`src/rtl/luma_stat_pkg.sv`:
```
// Shared definitions for the frame luma statistics block.
//   COEF_R/G/B   : BT.601-style luma weights scaled by 256 (they sum to 256)
//   luma_state_e : frame FSM states
//   luma_stat_t  : published per-frame statistics record
//   luma_of()    : Y = (77*R + 150*G + 29*B) >> 8
package luma_stat_pkg;

  localparam logic [7:0] COEF_R = 8'd77;
  localparam logic [7:0] COEF_G = 8'd150;
  localparam logic [7:0] COEF_B = 8'd29;

  typedef enum logic [1:0] {
    IDLE,
    ACCUM,
    DIV
  } luma_state_e;

  typedef struct packed {
    logic [7:0] avg;
    logic [7:0] min;
    logic [7:0] max;
  } luma_stat_t;

  function automatic logic [7:0] luma_of(input logic [7:0] r, input logic [7:0] g,
                                         input logic [7:0] b);
    logic [15:0] acc;
    acc = 16'(COEF_R) * 16'(r) + 16'(COEF_G) * 16'(g) + 16'(COEF_B) * 16'(b);
    return 8'(acc >> 8);
  endfunction

endpackage

```
`src/rtl/hdmi_unpack.sv`:
```
// Splits an HDMI pack into its fields.
// Pack layout, MSB first: {pclk, hsync, vsync, de, r[7:0], g[7:0], b[7:0], hcnt, vcnt}
//   i_pack : packed bus, PACK_SIZE bits
//   pclk   : pixel clock bit carried in the pack
//   hsync, vsync, de : timing strobes
//   r, g, b          : 8-bit colour components
//   hcnt, vcnt       : active-area pixel / line position
module hdmi_unpack #(
  parameter int unsigned  H_ACT     = 1280,
  parameter int unsigned  V_ACT     = 720,
  localparam int unsigned HW        = $clog2(H_ACT),
  localparam int unsigned VW        = $clog2(V_ACT),
  localparam int unsigned PACK_SIZE = 3 * 8 + 4 + HW + VW
) (
  input  logic [PACK_SIZE-1:0] i_pack,
  output logic                 pclk,
  output logic                 hsync,
  output logic                 vsync,
  output logic                 de,
  output logic [7:0]           r,
  output logic [7:0]           g,
  output logic [7:0]           b,
  output logic [HW-1:0]        hcnt,
  output logic [VW-1:0]        vcnt
);

  assign {pclk, hsync, vsync, de, r, g, b, hcnt, vcnt} = i_pack;

endmodule

```
`src/rtl/luma_div.sv`:
```
// Restoring divider, one quotient bit per cycle, SUM_W cycles per division.
//   clk, rstn : clock, asynchronous active-low reset
//   start     : latch dividend/divisor and begin (takes priority over abort)
//   abort     : drop the division in progress
//   dividend  : SUM_W-bit numerator
//   divisor   : CNT_W-bit denominator; zero yields quotient 0
//   busy      : division in progress
//   done      : high during the last iteration cycle; quotient is valid then
//   quotient  : SUM_W-bit result, meaningful only while done is high
module luma_div #(
  parameter int unsigned SUM_W = 15,
  parameter int unsigned CNT_W = 8
) (
  input  logic             clk,
  input  logic             rstn,
  input  logic             start,
  input  logic             abort,
  input  logic [SUM_W-1:0] dividend,
  input  logic [CNT_W-1:0] divisor,
  output logic             busy,
  output logic             done,
  output logic [SUM_W-1:0] quotient
);

  localparam int unsigned       STEP_W    = $clog2(SUM_W);
  localparam logic [STEP_W-1:0] LAST_STEP = STEP_W'(SUM_W - 1);

  logic              busy_q;
  logic              zero_q;
  logic [STEP_W-1:0] step_q;
  logic [CNT_W-1:0]  den_q;
  logic [CNT_W-1:0]  rem_q;
  // Dividend bits shift out of the top while quotient bits shift in at the bottom.
  logic [SUM_W-1:0]  quo_q;

  logic [CNT_W:0]    rem_shift;
  logic              fits;
  logic [CNT_W-1:0]  rem_next;
  logic [SUM_W-1:0]  quo_next;

  always_comb begin
    rem_shift = {rem_q, quo_q[SUM_W-1]};
    fits      = rem_shift >= {1'b0, den_q};
    // Remainder stays below the divisor, so it always fits back into CNT_W bits.
    rem_next  = fits ? CNT_W'(rem_shift - {1'b0, den_q}) : rem_shift[CNT_W-1:0];
    quo_next  = {quo_q[SUM_W-2:0], fits};
  end

  assign busy     = busy_q;
  assign done     = busy_q && (step_q == LAST_STEP) && !start && !abort;
  assign quotient = zero_q ? '0 : quo_next;

  always_ff @(posedge clk or negedge rstn) begin
    if (!rstn) begin
      busy_q <= 1'b0;
      zero_q <= 1'b0;
      step_q <= '0;
      den_q  <= '0;
      rem_q  <= '0;
      quo_q  <= '0;
    end else if (start) begin
      busy_q <= 1'b1;
      zero_q <= (divisor == '0);
      step_q <= '0;
      den_q  <= divisor;
      rem_q  <= '0;
      quo_q  <= dividend;
    end else if (abort) begin
      busy_q <= 1'b0;
    end else if (busy_q) begin
      rem_q  <= rem_next;
      quo_q  <= quo_next;
      step_q <= step_q + STEP_W'(1);
      if (step_q == LAST_STEP) begin
        busy_q <= 1'b0;
      end
    end
  end

endmodule

```
`src/rtl/frame_luma_stat.sv`:
```
// Per-frame mean luma measurement driving the gamma stage enable with hysteresis.
// Optional feature macro: LUMA_MINMAX_EN (per-frame min/max luma tracking).
//   clk        : pixel clock
//   rstn       : asynchronous active-low reset
//   i_pack     : HDMI pack tapped from the gamma stage input (sink only)
//   luma_avg   : mean luma of the last completed frame
//   luma_valid : one-cycle pulse when luma_avg updates
//   gamma_en   : gamma stage enable, set below LO_TH, cleared above HI_TH
//   drop_cnt   : aborted divisions, saturating at 255
//   luma_min   : per-frame minimum luma (0 without LUMA_MINMAX_EN)
//   luma_max   : per-frame maximum luma (0 without LUMA_MINMAX_EN)
import luma_stat_pkg::*;

module frame_luma_stat #(
  parameter int unsigned  H_ACT        = 1280,
  parameter int unsigned  V_ACT        = 720,
  parameter logic [7:0]   LO_TH        = 8'd64,
  parameter logic [7:0]   HI_TH        = 8'd160,
  parameter logic         GAMMA_EN_RST = 1'b1,
  localparam int unsigned PACK_SIZE    = 3 * 8 + 4 + $clog2(H_ACT) + $clog2(V_ACT),
  localparam int unsigned SUM_W        = 8 + $clog2(H_ACT * V_ACT),
  localparam int unsigned CNT_W        = $clog2(H_ACT * V_ACT + 1)
) (
  input  logic                 clk,
  input  logic                 rstn,
  input  logic [PACK_SIZE-1:0] i_pack,
  output logic [7:0]           luma_avg,
  output logic                 luma_valid,
  output logic                 gamma_en,
  output logic [7:0]           drop_cnt,
  output logic [7:0]           luma_min,
  output logic [7:0]           luma_max
);

  logic                      pclk, hsync, vsync, de;
  logic [7:0]                r, g, b;
  logic [$clog2(H_ACT)-1:0]  hcnt;
  logic [$clog2(V_ACT)-1:0]  vcnt;

  hdmi_unpack #(
    .H_ACT (H_ACT),
    .V_ACT (V_ACT)
  ) u_unpack (
    .i_pack (i_pack),
    .pclk   (pclk),
    .hsync  (hsync),
    .vsync  (vsync),
    .de     (de),
    .r      (r),
    .g      (g),
    .b      (b),
    .hcnt   (hcnt),
    .vcnt   (vcnt)
  );

  logic unused_pack;
  assign unused_pack = ^{pclk, hsync, hcnt, vcnt};

  // Luma stage and vsync edge registers.
  logic [7:0] y_q;
  logic       de_q, vsync_q, vsync_qq;
  logic       boundary;

  always_ff @(posedge clk or negedge rstn) begin
    if (!rstn) begin
      y_q      <= '0;
      de_q     <= 1'b0;
      vsync_q  <= 1'b0;
      vsync_qq <= 1'b0;
    end else begin
      y_q      <= luma_of(r, g, b);
      de_q     <= de;
      vsync_q  <= vsync;
      vsync_qq <= vsync_q;
    end
  end

  assign boundary = vsync_q & ~vsync_qq;

  // Frame FSM.
  luma_state_e      state_q, state_d;
  logic             div_start, div_abort, div_busy, div_done;
  logic [SUM_W-1:0] quotient;

  always_comb begin
    state_d   = state_q;
    div_start = 1'b0;
    unique case (state_q)
      IDLE: begin
        if (boundary) state_d = ACCUM;
      end
      ACCUM: begin
        if (boundary) begin
          state_d   = DIV;
          div_start = 1'b1;
        end
      end
      DIV: begin
        // A new boundary restarts the divider on the fresh frame.
        if (boundary) div_start = 1'b1;
        else if (div_done) state_d = ACCUM;
      end
      default: state_d = IDLE;
    endcase
  end

  assign div_abort = boundary && div_busy;

  // Accumulators; the boundary-cycle pixel belongs to the new frame.
  logic [SUM_W-1:0] sum_q, sum_d;
  logic [CNT_W-1:0] cnt_q, cnt_d;

  always_comb begin
    sum_d = sum_q;
    cnt_d = cnt_q;
    if (boundary) begin
      sum_d = de_q ? SUM_W'(y_q) : '0;
      cnt_d = de_q ? CNT_W'(1) : '0;
    end else if (state_q == IDLE) begin
      sum_d = '0;
      cnt_d = '0;
    end else if (de_q) begin
      sum_d = sum_q + SUM_W'(y_q);
      cnt_d = cnt_q + CNT_W'(1);
    end
  end

  luma_div #(
    .SUM_W (SUM_W),
    .CNT_W (CNT_W)
  ) u_div (
    .clk      (clk),
    .rstn     (rstn),
    .start    (div_start),
    .abort    (div_abort),
    .dividend (sum_q),
    .divisor  (cnt_q),
    .busy     (div_busy),
    .done     (div_done),
    .quotient (quotient)
  );

  // Mean of 8-bit samples never exceeds 255.
  logic unused_quot;
  assign unused_quot = ^quotient[SUM_W-1:8];

  luma_stat_t stat_d, stat_q;

`ifdef LUMA_MINMAX_EN
  logic [7:0] min_q, min_d, max_q, max_d;
  logic [7:0] frame_min_q, frame_max_q;

  always_comb begin
    min_d = min_q;
    max_d = max_q;
    if (boundary) begin
      min_d = de_q ? y_q : '0;
      max_d = de_q ? y_q : '0;
    end else if (state_q == IDLE) begin
      min_d = '0;
      max_d = '0;
    end else if (de_q) begin
      // An empty count marks the first pixel of the frame.
      if (cnt_q == '0 || y_q < min_q) min_d = y_q;
      if (cnt_q == '0 || y_q > max_q) max_d = y_q;
    end
  end

  always_ff @(posedge clk or negedge rstn) begin
    if (!rstn) begin
      min_q       <= '0;
      max_q       <= '0;
      frame_min_q <= '0;
      frame_max_q <= '0;
    end else begin
      min_q <= min_d;
      max_q <= max_d;
      if (div_start) begin
        frame_min_q <= min_q;
        frame_max_q <= max_q;
      end
    end
  end

  always_comb begin
    stat_d.avg = quotient[7:0];
    stat_d.min = frame_min_q;
    stat_d.max = frame_max_q;
  end
`else
  always_comb begin
    stat_d.avg = quotient[7:0];
    stat_d.min = '0;
    stat_d.max = '0;
  end
`endif

  logic       luma_valid_q, gamma_en_q;
  logic [7:0] drop_q;

  always_ff @(posedge clk or negedge rstn) begin
    if (!rstn) begin
      state_q      <= IDLE;
      sum_q        <= '0;
      cnt_q        <= '0;
      stat_q       <= '0;
      luma_valid_q <= 1'b0;
      gamma_en_q   <= GAMMA_EN_RST;
      drop_q       <= '0;
    end else begin
      state_q      <= state_d;
      sum_q        <= sum_d;
      cnt_q        <= cnt_d;
      luma_valid_q <= div_done;
      if (div_done) begin
        stat_q <= stat_d;
        if (stat_d.avg < LO_TH) gamma_en_q <= 1'b1;
        else if (stat_d.avg > HI_TH) gamma_en_q <= 1'b0;
      end
      if (div_abort && drop_q != 8'hFF) drop_q <= drop_q + 8'd1;
    end
  end

  assign luma_avg   = stat_q.avg;
  assign luma_min   = stat_q.min;
  assign luma_max   = stat_q.max;
  assign luma_valid = luma_valid_q;
  assign gamma_en   = gamma_en_q;
  assign drop_cnt   = drop_q;

endmodule

```
`config.mk`:
```
export PLATFORM = sky130hd
export DESIGN_NAME = frame_luma_stat
export DESIGN_NICKNAME = d
export VERILOG_FILES = /design/src/rtl/luma_stat_pkg.sv /design/src/rtl/hdmi_unpack.sv /design/src/rtl/luma_div.sv /design/src/rtl/frame_luma_stat.sv
export SDC_FILE = /design/constraint.sdc
export NUM_CORES = 1
export LEC_CHECK = 0
export ABC_AREA = 1
export CORE_MARGIN = 2
export CORE_UTILIZATION = 30
export CTS_BUF_LIST = sky130_fd_sc_hd__clkbuf_8 sky130_fd_sc_hd__clkbuf_16
export CTS_CLUSTER_SIZE = 25
export DETAILED_ROUTE_END_ITERATION = 10
export HOLD_SLACK_MARGIN = 0.12
export PLACE_DENSITY_LB_ADDON = 0.12
export SLEW_MARGIN = 20
export SYNTH_ARGS = -nofsm -noshare
export SYNTH_HDL_FRONTEND = slang
export SYNTH_SLANG_ARGS = --single-unit
```
`constraint.sdc`:
```
create_clock -name clk -period 4.4 [get_ports clk]
set_clock_uncertainty 0.05 [all_clocks]
set_input_delay 1.1 -clock clk [delete_from_list [all_inputs] [get_ports clk]]
set_output_delay 1.1 -clock clk [all_outputs]
set_load 0.1 [all_outputs]
```
==> metrics.txt, run 1 <==
# TYPE chip_impl_metric gauge
chip_impl_metric{name="worst-endpoint-arrival",unit="ps"} 6280
chip_impl_info{name="cpLargestDelayFamily",value="adder cells"} 1
chip_impl_metric{name="min_cycle_time_layout",unit="ps"} 6007
chip_impl_metric{name="fillers",unit=""} 4249
chip_impl_metric{name="layout-drive-gt1-share",unit="%"} 14.59
chip_impl_metric{name="initial_utilization",unit="%"} 30.51
chip_impl_metric{name="cts-buffers-inserted",unit=""} 17
chip_impl_info{name="run_status",value="finished, violations left"} 1
chip_impl_metric{name="pwr-share-comb",unit="%"} 72.2
chip_impl_metric{name="power_density_relative_to_cell_area",unit="nW/um2"} 873.9
chip_impl_info{name="synth_area_leaders",value="sky130_fd_sc_hd__dfrtp_1 32%, sky130_fd_sc_hd__ha_1 12%, sky130_fd_sc_hd__nand2_1 12%"} 1
chip_impl_metric{name="drc",unit=""} 0
chip_impl_metric{name="yosysWarningCount",unit=""} 0
chip_impl_metric{name="worst-endpoint-required",unit="ps"} 4680
chip_impl_metric{name="wirelength",unit="um"} 31350
chip_impl_metric{name="top_level_ports",unit=""} 85
chip_impl_metric{name="via_count",unit=""} 10150
chip_impl_metric{name="groute.usage.overall",unit="%"} 15.58
chip_impl_metric{name="intPower",unit="W"} 0.006961
chip_impl_info{name="worstSetupPathType",value="input port to register"} 1
chip_impl_metric{name="largest_net_degree_at_the_start_of_global_routing",unit=""} 60
chip_impl_metric{name="power.ir.vdd_worst",unit="mV"} 0.7787
chip_impl_metric{name="place_congestion",unit=""} 0.8371
chip_impl_metric{name="met2_wirelength",unit="um"} 15060
chip_impl_metric{name="timing.max_cap.violations",unit=""} 0
chip_impl_metric{name="avgRoutedWirePerCell",unit="um"} 14.09
chip_impl_metric{name="syn-cell-area",unit="um2"} 12150
chip_impl_metric{name="timing.hold.worst_path_depth",unit=""} 0
chip_impl_info{name="cpMostUsedCell",value="sky130_fd_sc_hd__fa_1"} 1
chip_impl_metric{name="max-clock-path-buffers",unit=""} 2
chip_impl_metric{name="antenna-diode-count",unit=""} 0
chip_impl_metric{name="grt_pass1_vias",unit=""} 10530
chip_impl_metric{name="asyncSetResetFlopFracSynth",unit="%"} 100.0
chip_impl_metric{name="clock_latency",unit="ps"} 440
chip_impl_info{name="rsz0062_at_grt",value="true"} 1
chip_impl_metric{name="yosysTopAreaCellShare",unit="%"} 31.51
chip_impl_metric{name="r2r_cells",unit=""} 9
chip_impl_metric{name="antenna_found_initial",unit=""} 0
chip_impl_metric{name="area_post_placement",unit="um2"} 13820
chip_impl_info{name="cts_tree",value="done"} 1
chip_impl_metric{name="rows",unit=""} 73
chip_impl_metric{name="post-route-period-util",unit="%"} 136.5
chip_impl_metric{name="sequential_power_share",unit="%"} 15.5
chip_impl_metric{name="detailedPlacementHpwl",unit="um"} 23960
chip_impl_metric{name="netSwitchingFraction",unit="%"} 46.69
chip_impl_metric{name="clockPowerShare",unit="%"} 12.3
chip_impl_metric{name="max_freq",unit="MHz"} 166.5
chip_impl_metric{name="power.net_switching",unit="W"} 0.006098
chip_impl_metric{name="yosys.cell_types.count",unit=""} 48
chip_impl_info{name="clockRootBuffer",value="sky130_fd_sc_hd__clkbuf_16"} 1
chip_impl_info{name="routed.top_layer",value="met4"} 1
chip_impl_metric{name="clkTransAtPathRegs",unit="ps"} 70
chip_impl_metric{name="cts-htree-levels",unit=""} 4
chip_impl_metric{name="drtIter0Drc",unit=""} 459
chip_impl_metric{name="final_area",unit="um2"} 14940
chip_impl_info{name="slowest_stage",value="sky130_fd_sc_hd__fa_1"} 1
chip_impl_metric{name="critical_path_peak_fanout",unit=""} 3
chip_impl_metric{name="post_synthesis_mean_instance_area",unit="um2"} 7.870
chip_impl_info{name="synth.largest_area_cell",value="sky130_fd_sc_hd__dfrtp_1"} 1
chip_impl_metric{name="clock_sinks",unit=""} 154
chip_impl_metric{name="finalHoldViolCount",unit=""} 0
chip_impl_metric{name="tightest_slew",unit="ps"} 991.0
chip_impl_info{name="synth_flop_cell",value="sky130_fd_sc_hd__dfrtp_1"} 1
chip_impl_metric{name="die_w",unit="um"} 205.3
chip_impl_metric{name="finalSetupViolCount",unit=""} 8
chip_impl_metric{name="cp_slowest_stage_delay",unit="ps"} 550
chip_impl_metric{name="pre_cts_ws",unit="ps"} -2542
chip_impl_metric{name="ys_seq_elements",unit=""} 154
chip_impl_metric{name="drv_slew",unit=""} 0
chip_impl_info{name="synth_most_common_cell",value="sky130_fd_sc_hd__nand2_1"} 1
chip_impl_metric{name="wl_met3",unit="um"} 667
chip_impl_metric{name="grt-ovfl-total",unit=""} 0
chip_impl_info{name="hp-class",value="register to register"} 1
chip_impl_metric{name="critPathBufInv",unit=""} 7
chip_impl_metric{name="wl_met1",unit="um"} 15360
chip_impl_metric{name="fin_nets",unit=""} 1914
chip_impl_metric{name="drtPass1Iterations",unit=""} 4
chip_impl_metric{name="postLayoutSetupSlackWorst",unit="ps"} -1607
chip_impl_metric{name="detail_route.vias_per_cell",unit=""} 4.562
chip_impl_metric{name="area_delta_synth_final",unit="%"} 22.97
chip_impl_metric{name="die-area",unit="um2"} 42130
chip_impl_metric{name="proportion_of_synthesized_chip_area_in_sequential_cells",unit="%"} 31.72
chip_impl_metric{name="timing.critical_path.depth",unit=""} 25
chip_impl_info{name="cp-end-kind",value="register"} 1
chip_impl_metric{name="synth_edf_count",unit=""} 0
chip_impl_metric{name="placement.io_buffers",unit=""} 45
chip_impl_metric{name="postSynthCellCount",unit=""} 1544
chip_impl_metric{name="cellLeakagePower",unit="nW"} 7.296
chip_impl_metric{name="wire_length_of_the_first_global_routing_pass",unit="um"} 52960
chip_impl_info{name="failed_checks",value="negative setup slack"} 1
chip_impl_metric{name="timing.max_slew.rel_slack",unit="%"} 33.73
chip_impl_metric{name="core_area",unit="um2"} 39820
chip_impl_metric{name="die-height",unit="um"} 205.3
chip_impl_info{name="most_numerous_cell_types_in_the_synthesized_netlist",value="377 x sky130_fd_sc_hd__nand2_1, 260 x sky130_fd_sc_hd__inv_1, 153 x sky130_fd_sc_hd__dfrtp_1"} 1
chip_impl_metric{name="postRouteAntennaNets",unit=""} 0
chip_impl_info{name="worstSetupStartpointType",value="input port"} 1
## power by group through the flow
stage          Sequential (W)  Clock, W  Combinational [W]
2_1_floorplan         0.00209         0            0.00586
3_3_place_gp          0.00205         0            0.00852
3_5_place_dp          0.00204         0            0.00854
4_1_cts               0.00202   0.00165            0.00908
5_1_grt               0.00206   0.00171             0.0107
6_report              0.00202   0.00161            0.00943
## placed cells by master, fill, tap and decap left out, types with 4 or more instances in the layout
cell type / instances
sky130_fd_sc_hd__o31ai_1: 6
sky130_fd_sc_hd__inv_2: 16
sky130_fd_sc_hd__nor2_2: 9
sky130_fd_sc_hd__xnor2_1: 11
sky130_fd_sc_hd__clkbuf_16: 17
sky130_fd_sc_hd__conb_1: 16
sky130_fd_sc_hd__o21ai_0: 65
sky130_fd_sc_hd__xor2_1: 24
sky130_fd_sc_hd__ha_4: 19
sky130_fd_sc_hd__fa_1: 56
sky130_fd_sc_hd__nand2_2: 16
sky130_fd_sc_hd__o21ai_2: 5
sky130_fd_sc_hd__nand4_1: 36
sky130_fd_sc_hd__o211ai_1: 32
sky130_fd_sc_hd__o21a_1: 4
sky130_fd_sc_hd__ha_1: 99
sky130_fd_sc_hd__a21oi_1: 50
sky130_fd_sc_hd__o21bai_1: 6
sky130_fd_sc_hd__o21ai_1: 6
sky130_fd_sc_hd__buf_4: 102
sky130_fd_sc_hd__clkdlybuf4s50_1: 37
sky130_fd_sc_hd__clkinvlp_4: 5
sky130_fd_sc_hd__o221ai_1: 10
sky130_fd_sc_hd__bufinv_16: 4
sky130_fd_sc_hd__dfrtp_1: 153
sky130_fd_sc_hd__nand2_1: 369
sky130_fd_sc_hd__nor3_1: 22
sky130_fd_sc_hd__buf_6: 9
sky130_fd_sc_hd__inv_1: 248
sky130_fd_sc_hd__nand3_1: 74
sky130_fd_sc_hd__a21oi_2: 5
sky130_fd_sc_hd__nor2_1: 107
## kinds of logic (layout without fill, tap and decap cells)
group	after synthesis	in the layout	synth area share, %
AO/OA/AOI/OAI	206	206	10.03
XOR/XNOR	39	39	2.811
adder cells (fa/ha/maj)	176	176	21.64
buffers and inverters	312	453	10.45
flip-flops	154	154	31.72
other	1	16	0.03086
AND/OR/NAND/NOR	656	656	23.31
## cell type report
class / count / area [um2] / share of cell area (%)
clock buffers: 18 / 439.2 / 2.939
repair buffers: 155 / 1297 / 8.683
clock inverters: 14 / 193.9 / 1.298
flip-flops and latches: 154 / 3855 / 25.80
well taps: 525 / 656.9 / 4.396
multi-input cells: 1093 / 7500 / 50.19
inverters: 266 / 1001 / 6.698
## flip-flops by register name (all words and copies together), names as in the netlist, 2 cells and up
name / flops
y_q: 8
u_div.den_q: 20
state_q: 2
cnt_q: 20
drop_cnt: 8
u_div.rem_q: 20
u_div.quo_q: 28
sum_q: 28
luma_avg: 8
u_div.step_q: 5
## routing by layer
layer  vias up  global-route usage, %
li1       5231                      -
met1      4792                  20.94
met2       107                  26.92
met3        20                  1.853
met4         0                  3.212
met5         -                      0
## through the flow
stage	hold slack, ps	std cells	TNS, ps	util, %	power (W)
3_3_place_gp	322.7	2163	-18650	34.71	0.01056
6_report	345.9	2225	-12050	37.52	0.01306
5_1_grt	365.4	2225	-13580	37.52	0.01447
4_1_cts	353.7	2219	-12200	37.04	0.01275
2_1_floorplan	303.7	1559	-12120	-	0.007947
3_5_place_dp	344.6	2163	-19200	34.71	0.01059
## what timing repair did
item | 4_1_cts | 5_1_grt
pin swaps | 33 | 42
resized for setup | 48 | 41
hold buffers | 0 | 0
hold endpoints to repair | 0 | 0
endpoints found under the setup margin | 8 | 8
setup buffers | 24 | 6
## worst reg2reg max path, cell delays in order, from the launching register on
cell and delay [ps]:
sky130_fd_sc_hd__dfrtp_1 400, sky130_fd_sc_hd__ha_1 360, sky130_fd_sc_hd__nand2_1 150, sky130_fd_sc_hd__inv_1 50, sky130_fd_sc_hd__nand2_1 60, sky130_fd_sc_hd__nand3_1 240
sky130_fd_sc_hd__nand2_1 200, sky130_fd_sc_hd__nand4_4 550, sky130_fd_sc_hd__o211ai_1 500, sky130_fd_sc_hd__nand2_1 90
## final timing paths
path	start	end	slack, ps
max in group asynchronous	rstn	sum_q[19]$_DFFE_PN0P_	2920
min in group asynchronous	rstn	drop_cnt[3]$_DFFE_PN0P_	570
worst min-delay path	vsync_q$_DFF_PN0_	vsync_qq$_DFF_PN0_	350
worst min register to register	vsync_q$_DFF_PN0_	vsync_qq$_DFF_PN0_	350
worst max-delay path	i_pack[33]	y_q[7]$_DFF_PN0_	-1610
worst max register to register	u_div.rem_q[3]$_DFFE_PN0P_	u_div.rem_q[13]$_DFFE_PN0P_	1630
Note: power is estimated with default switching activity, not from simulation.
==> run 2, diff against run 1 <==
--- a/config.mk
+++ b/config.mk
@@ -7,7 +7,7 @@
 export LEC_CHECK = 0
 export ABC_AREA = 1
 export CORE_MARGIN = 2
-export CORE_UTILIZATION = 30
+export CORE_UTILIZATION = 55
 export CTS_BUF_LIST = sky130_fd_sc_hd__clkbuf_8 sky130_fd_sc_hd__clkbuf_16
 export CTS_CLUSTER_SIZE = 25
 export DETAILED_ROUTE_END_ITERATION = 10
==> run 2 against run 1 <==
Net effect:
- the flow still finishes with violations (negative setup slack)
- clock-buffer cell count is the same
- critical path depth grew 1
- worst setup slack lost 20 ps
- routed wire length shrank 11%
- final area shrank 4.7%
- largest power group unchanged
==> metrics.txt, run 2 (same netlist as run 1, synthesis figures left out) <==
# TYPE chip_impl_metric gauge
chip_impl_metric{name="die-height",unit="um"} 152.6
chip_impl_metric{name="placement.io_buffers",unit=""} 45
chip_impl_metric{name="cts-htree-levels",unit=""} 4
chip_impl_info{name="worst_setup_path_startpoint",value="i_pack[32]"} 1
chip_impl_metric{name="via_count",unit=""} 10370
chip_impl_metric{name="final_area",unit="um2"} 14240
chip_impl_metric{name="drc",unit=""} 0
chip_impl_metric{name="layout-drive-gt1-share",unit="%"} 11.78
chip_impl_info{name="cts_tree",value="done"} 1
chip_impl_metric{name="avgRoutedWirePerCell",unit="um"} 14.33
chip_impl_metric{name="pre_cts_ws",unit="ps"} -2466
chip_impl_metric{name="cp_slowest_stage_delay",unit="ps"} 550
chip_impl_metric{name="worst-endpoint-arrival",unit="ps"} 6310
chip_impl_info{name="failed_checks",value="negative setup slack"} 1
chip_impl_info{name="run_status",value="finished, violations left"} 1
chip_impl_info{name="cp-end-kind",value="register"} 1
chip_impl_info{name="worstSetupPathType",value="input port to register"} 1
chip_impl_metric{name="drv_slew",unit=""} 0
chip_impl_metric{name="place_congestion",unit=""} 0.9188
chip_impl_metric{name="detail_route.vias_per_cell",unit=""} 5.336
chip_impl_metric{name="max_freq",unit="MHz"} 165.9
chip_impl_metric{name="die-area",unit="um2"} 23300
chip_impl_metric{name="grt_pass1_vias",unit=""} 10220
chip_impl_metric{name="hold_slack",unit="ps"} 328.0
chip_impl_metric{name="max-clock-path-buffers",unit=""} 2
chip_impl_info{name="cpLargestDelayFamily",value="adder cells"} 1
chip_impl_info{name="slowest_stage",value="sky130_fd_sc_hd__fa_1"} 1
chip_impl_info{name="layout.cells.most_common_list",value="372 x sky130_fd_sc_hd__nand2_1, 251 x sky130_fd_sc_hd__inv_1, 153 x sky130_fd_sc_hd__dfrtp_1, 108 x sky130_fd_sc_hd__nor2_1, 104 x sky130_fd_sc_hd__ha_1"} 1
chip_impl_metric{name="storage_cell_area",unit="um2"} 3855
chip_impl_metric{name="groute.usage.overall",unit="%"} 24.78
chip_impl_metric{name="top_level_ports",unit=""} 85
chip_impl_metric{name="fin_nets",unit=""} 1878
chip_impl_metric{name="timing.max_cap.violations",unit=""} 0
chip_impl_metric{name="holdBufCountCts",unit=""} 0
chip_impl_metric{name="initial_utilization",unit="%"} 55.85
chip_impl_info{name="timing.rr.start",value="vsync_qq$_DFF_PN0_"} 1
chip_impl_metric{name="core_area",unit="um2"} 21760
chip_impl_metric{name="worst-endpoint-required",unit="ps"} 4680
chip_impl_metric{name="cellLeakagePower",unit="nW"} 7.108
chip_impl_metric{name="finalHoldViolCount",unit=""} 0
chip_impl_metric{name="fillers",unit=""} 1872
chip_impl_info{name="rsz0062_at_grt",value="true"} 1
chip_impl_metric{name="rows",unit=""} 54
chip_impl_metric{name="post-route-period-util",unit="%"} 137.0
chip_impl_metric{name="wirelength",unit="um"} 27870
chip_impl_metric{name="antenna-diode-count",unit=""} 0
chip_impl_metric{name="postLayoutSetupSlackWorst",unit="ps"} -1627
chip_impl_info{name="hp-class",value="register to register"} 1
chip_impl_metric{name="clkTransAtPathRegs",unit="ps"} 60
chip_impl_metric{name="power.ir.vdd_worst",unit="mV"} 0.8609
chip_impl_metric{name="multi_input_area",unit="um2"} 7415
chip_impl_info{name="worstSetupStartpointType",value="input port"} 1
chip_impl_metric{name="largest_net_degree_at_the_start_of_global_routing",unit=""} 83
chip_impl_metric{name="clock_latency",unit="ps"} 440
chip_impl_metric{name="postRouteAntennaNets",unit=""} 0
chip_impl_metric{name="drtIter0Drc",unit=""} 596
chip_impl_metric{name="die_w",unit="um"} 152.6
chip_impl_metric{name="critical_path_peak_fanout",unit=""} 3
chip_impl_metric{name="area_post_placement",unit="um2"} 13440
chip_impl_info{name="top_regs",value="sum_q: 28 flops, u_div.quo_q: 28 flops"} 1
chip_impl_info{name="clockRootBuffer",value="sky130_fd_sc_hd__clkbuf_16"} 1
chip_impl_info{name="mostFrequentLayoutCell",value="sky130_fd_sc_hd__nand2_1"} 1
chip_impl_metric{name="min_cycle_time_layout",unit="ps"} 6027
chip_impl_info{name="holdCritStartpoint",value="vsync_q$_DFF_PN0_"} 1
chip_impl_metric{name="critPathBufInv",unit=""} 6
chip_impl_metric{name="tightest_slew",unit="ps"} 976.3
chip_impl_metric{name="antenna_found_initial",unit=""} 0
chip_impl_metric{name="area_delta_synth_final",unit="%"} 17.15
chip_impl_metric{name="drtPass1Iterations",unit=""} 5
chip_impl_metric{name="clock_sinks",unit=""} 154
chip_impl_metric{name="power_density_relative_to_cell_area",unit="nW/um2"} 866.5
chip_impl_metric{name="timing.max_slew.rel_slack",unit="%"} 34.71
chip_impl_metric{name="grt-ovfl-total",unit=""} 0
chip_impl_metric{name="finalSetupViolCount",unit=""} 8
chip_impl_metric{name="cts-buffers-inserted",unit=""} 17
chip_impl_metric{name="detailedPlacementHpwl",unit="um"} 21350
chip_impl_metric{name="wire_length_of_the_first_global_routing_pass",unit="um"} 48090
[run 2: routing by layer]
layer | share of wire, % | track usage, %
met2 | 49 | 43.39
met1 | 45 | 32.83
met3 | 3.6 | 3.015
met4 | 1.8 | 6.305
met5 | 0 | 0
[run 2: where the power goes]
group          internal, W  switching (W)
Sequential         0.00178       0.000244
Clock             0.000865       0.000643
Combinational      0.00379        0.00501
[run 2: path summary, 6_finish.rpt]
check | endpoint | slack [ps] | cells after the start
hold / removal | vsync_qq$_DFF_PN0_ | 330 | 0
max in group asynchronous | cnt_q[16]$_DFFE_PN0P_ | 2800 | 2
hold reg to reg | vsync_qq$_DFF_PN0_ | 330 | 0
min in group asynchronous | luma_avg[2]$_DFFE_PN0P_ | 650 | 1
setup reg to reg | u_div.quo_q[25]$_DFFE_PN0P_ | 1760 | 7
setup / recovery | y_q[7]$_DFF_PN0_ | -1630 | 26
[run 2: layout make-up]
cell class | count | share of cell area [%]
Clock buffer | 18 | 3.085
Clock inverter | 14 | 1.134
Inverter | 266 | 7.014
Multi-Input combinational cell | 1093 | 52.08
Sequential cell | 154 | 27.08
Tap cell | 280 | 2.461
Timing Repair Buffer | 119 | 7.145
[run 2: per-stage QoR]
| step | TNS, ps | instances | utilization (%) | power, W |
|---|---|---|---|---|
| after floorplan | -12120 | 1559 | - | 0.007947 |
| after global placement | -18270 | 1908 | 61.78 | 0.01013 |
| after detailed placement | -18730 | 1908 | 61.78 | 0.01032 |
| after CTS | -12190 | 1942 | 64.99 | 0.01207 |
| after global routing | -13470 | 1944 | 65.44 | 0.01364 |
| final | -11790 | 1944 | 65.44 | 0.01234 |
[run 2: timing repair]
action                     in CTS  in global routing
pin swaps                      27                 30
gates resized for setup        37                 24
buffers inserted                2                  2
setup endpoints to repair       8                  8
==> run 3, diff against run 2 <==
--- a/config.mk
+++ b/config.mk
@@ -16,4 +16,5 @@
 export SLEW_MARGIN = 20
 export SYNTH_ARGS = -nofsm -noshare
 export SYNTH_HDL_FRONTEND = slang
+export SYNTH_HIERARCHICAL = 1
 export SYNTH_SLANG_ARGS = --single-unit
==> run 3 against run 2 <==
Net effect:
- the run still ends with negative setup slack left
- fmax up 0.19%
- cell count is 3.7% higher
- non-clock buffer count increased by 11
- global-route usage is 0.11 points higher
- final area increased by 3.4%
- area after synthesis rose by 4.8%
- critical path depth shrank 1
- sequential share of layout area shrank 0.89 points
- routed wire length up 3.7%
- first-iteration DRC count is 6.9% lower
- critical path type unchanged
==> metrics.txt, run 3 <==
# TYPE chip_impl_metric gauge
chip_impl_info{name="run_status",value="finished, violations left"} 1
chip_impl_info{name="failed_checks",value="negative setup slack"} 1
chip_impl_metric{name="detailedPlacementHpwl",unit="um"} 22150
chip_impl_metric{name="grt_use_met1",unit="%"} 32.23
chip_impl_metric{name="post-route-period-util",unit="%"} 136.7
chip_impl_metric{name="finalSetupViolCount",unit=""} 8
chip_impl_metric{name="clock_sinks",unit=""} 154
chip_impl_metric{name="critical_path_peak_fanout",unit=""} 4
chip_impl_metric{name="via_count",unit=""} 10570
chip_impl_info{name="worstSetupPathType",value="input port to register"} 1
chip_impl_metric{name="storage_cell_area",unit="um2"} 3855
chip_impl_metric{name="timing.hold.worst_path_depth",unit=""} 0
chip_impl_metric{name="multi_input_area",unit="um2"} 7674
chip_impl_metric{name="cts-buffers-inserted",unit=""} 17
chip_impl_metric{name="groute.usage.overall",unit="%"} 24.89
chip_impl_metric{name="antenna_found_initial",unit=""} 0
chip_impl_metric{name="fillers",unit=""} 1992
chip_impl_metric{name="cp_slowest_stage_delay",unit="ps"} 550
chip_impl_metric{name="wire_length_of_the_first_global_routing_pass",unit="um"} 48960
chip_impl_metric{name="holdBufCountCts",unit=""} 0
chip_impl_metric{name="clkTransAtPathRegs",unit="ps"} 60
chip_impl_metric{name="met3_global_route_usage",unit="%"} 3.139
chip_impl_metric{name="die_w",unit="um"} 156.2
chip_impl_metric{name="grt-ovfl-total",unit=""} 0
chip_impl_info{name="cpMostUsedCell",value="sky130_fd_sc_hd__fa_1"} 1
chip_impl_metric{name="timing.max_cap.violations",unit=""} 0
chip_impl_metric{name="cts-htree-levels",unit=""} 4
chip_impl_metric{name="postSynthCellCount",unit=""} 1631
chip_impl_metric{name="drtIter0Drc",unit=""} 555
chip_impl_metric{name="rows",unit=""} 55
chip_impl_metric{name="detail_route.vias_per_cell",unit=""} 5.243
chip_impl_metric{name="area_delta_synth_final",unit="%"} 15.60
chip_impl_metric{name="setup_total_negative_slack",unit="ps"} -12100
chip_impl_metric{name="grt_pass1_vias",unit=""} 10340
chip_impl_metric{name="drtPass1Iterations",unit=""} 6
chip_impl_metric{name="finalHoldViolCount",unit=""} 0
chip_impl_metric{name="pre_cts_ws",unit="ps"} -2459
chip_impl_metric{name="core_area",unit="um2"} 22710
chip_impl_metric{name="syn-cell-area",unit="um2"} 12730
chip_impl_metric{name="avgRoutedWirePerCell",unit="um"} 14.35
chip_impl_metric{name="timing.max_slew.rel_slack",unit="%"} 33.92
chip_impl_metric{name="worst-endpoint-required",unit="ps"} 4660
chip_impl_metric{name="wirelength",unit="um"} 28910
chip_impl_info{name="hp-class",value="register to register"} 1
chip_impl_metric{name="drv_slew",unit=""} 0
chip_impl_info{name="rsz0062_at_grt",value="true"} 1
chip_impl_metric{name="largest_net_degree_at_the_start_of_global_routing",unit=""} 91
chip_impl_info{name="clockRootBuffer",value="sky130_fd_sc_hd__clkbuf_16"} 1
chip_impl_info{name="worstSetupStartpointType",value="input port"} 1
chip_impl_metric{name="die-height",unit="um"} 156.2
chip_impl_metric{name="initial_utilization",unit="%"} 56.07
chip_impl_metric{name="placement.io_buffers",unit=""} 45
chip_impl_metric{name="max_freq",unit="MHz"} 166.2
chip_impl_metric{name="r2r_cells",unit=""} 13
chip_impl_metric{name="yosysWarningCount",unit=""} 6
chip_impl_metric{name="worst-endpoint-arrival",unit="ps"} 6280
chip_impl_metric{name="antenna-diode-count",unit=""} 0
chip_impl_metric{name="min_cycle_time_layout",unit="ps"} 6016
chip_impl_metric{name="fin_nets",unit=""} 1943
chip_impl_info{name="cp-end-kind",value="register"} 1
chip_impl_metric{name="post_synthesis_mean_instance_area",unit="um2"} 7.806
chip_impl_info{name="globalRoute.busiestLayer",value="met2"} 1
chip_impl_metric{name="postRouteAntennaNets",unit=""} 0
chip_impl_metric{name="max-clock-path-buffers",unit=""} 2
chip_impl_metric{name="clock_latency",unit="ps"} 430
chip_impl_metric{name="layout-drive-gt1-share",unit="%"} 14.62
chip_impl_metric{name="top_level_ports",unit=""} 85
chip_impl_info{name="cts_tree",value="done"} 1
chip_impl_info{name="slowest_stage",value="sky130_fd_sc_hd__fa_2"} 1
chip_impl_metric{name="postLayoutSetupSlackWorst",unit="ps"} -1616
chip_impl_info{name="top_regs",value="sum_q: 28 flops, u_div/quo_q: 28 flops"} 1
chip_impl_metric{name="drc",unit=""} 0
chip_impl_metric{name="place_congestion",unit=""} 0.8884
chip_impl_metric{name="die-area",unit="um2"} 24380
chip_impl_info{name="mostFrequentLayoutCell",value="sky130_fd_sc_hd__nand2_1"} 1
chip_impl_metric{name="global_route.usage.met2",unit="%"} 43.64
chip_impl_info{name="layout.cells.most_common_list",value="359 x sky130_fd_sc_hd__nand2_1, 285 x sky130_fd_sc_hd__inv_1, 153 x sky130_fd_sc_hd__dfrtp_1, 102 x sky130_fd_sc_hd__nand3_1, 102 x sky130_fd_sc_hd__ha_1"} 1
chip_impl_metric{name="tightest_slew",unit="ps"} 988.1
run 3: through the flow:
step	std cells	instance area [um2]	hold slack, ps	utilization [%]
after global placement	1977	13860	329.9	61.04
final	2015	14720	351.1	64.81
after floorplan	1646	12980	322.5	-
after CTS	2011	14520	353.3	63.96
after global routing	2015	14720	372.5	64.81
after detailed placement	1977	13860	339.6	61.04
run 3: cell type report:
cell class / instances / share of cell area, %
Clock buffer: 17 / 2.890
Inverter: 302 / 7.702
Multi-Input combinational cell: 1112 / 52.14
Sequential cell: 154 / 26.19
Tap cell: 285 / 2.423
Timing Repair Buffer: 130 / 7.456
Clock inverter: 15 / 1.199
run 3: worst paths after layout:
path	endpoint	from	slack, ps
setup / recovery	y_q[5]$_DFF_PN0_	i_pack[33]	-1620
min in group asynchronous	u_div/rem_q[4]$_DFFE_PN0P_	rstn	610
hold / removal	vsync_qq$_DFF_PN0_	vsync_q$_DFF_PN0_	350
hold reg to reg	vsync_qq$_DFF_PN0_	vsync_q$_DFF_PN0_	350
max in group asynchronous	gamma_en$_DFFE_PN1P_	rstn	2750
setup reg to reg	gamma_en$_DFFE_PN1P_	u_div/rem_q[17]$_DFFE_PN0P_	1790
run 3: timing repair:
item / 4_1_cts / 5_1_grt
gates resized for setup: 33 / 46
endpoints found under the setup margin: 8 / 8
buffers inserted: 2 / 4
pin swaps: 27 / 39
run 3: per-layer routing:
metal | vias up | part of all wire, %
met1 | 4980 | 46
met2 | 217 | 49
met4 | 0 | 2.6
met5 | - | 0
met3 | 45 | 3.1
li1 | 5323 | -
run 3: critical path: cells and delay by family:
family                   cells  cell delay (ps)
adder cells (fa/ha/maj)     10             3950
buffers and inverters        8              610
AND/OR/NAND/NOR              5              300
AO/OA/AOI/OAI                1              170
XOR/XNOR                     1              150
Power of run 3 is left out: the tool's default activity adds up to more than one toggle a clock period on the data nets, which glitch-free logic cannot reach.
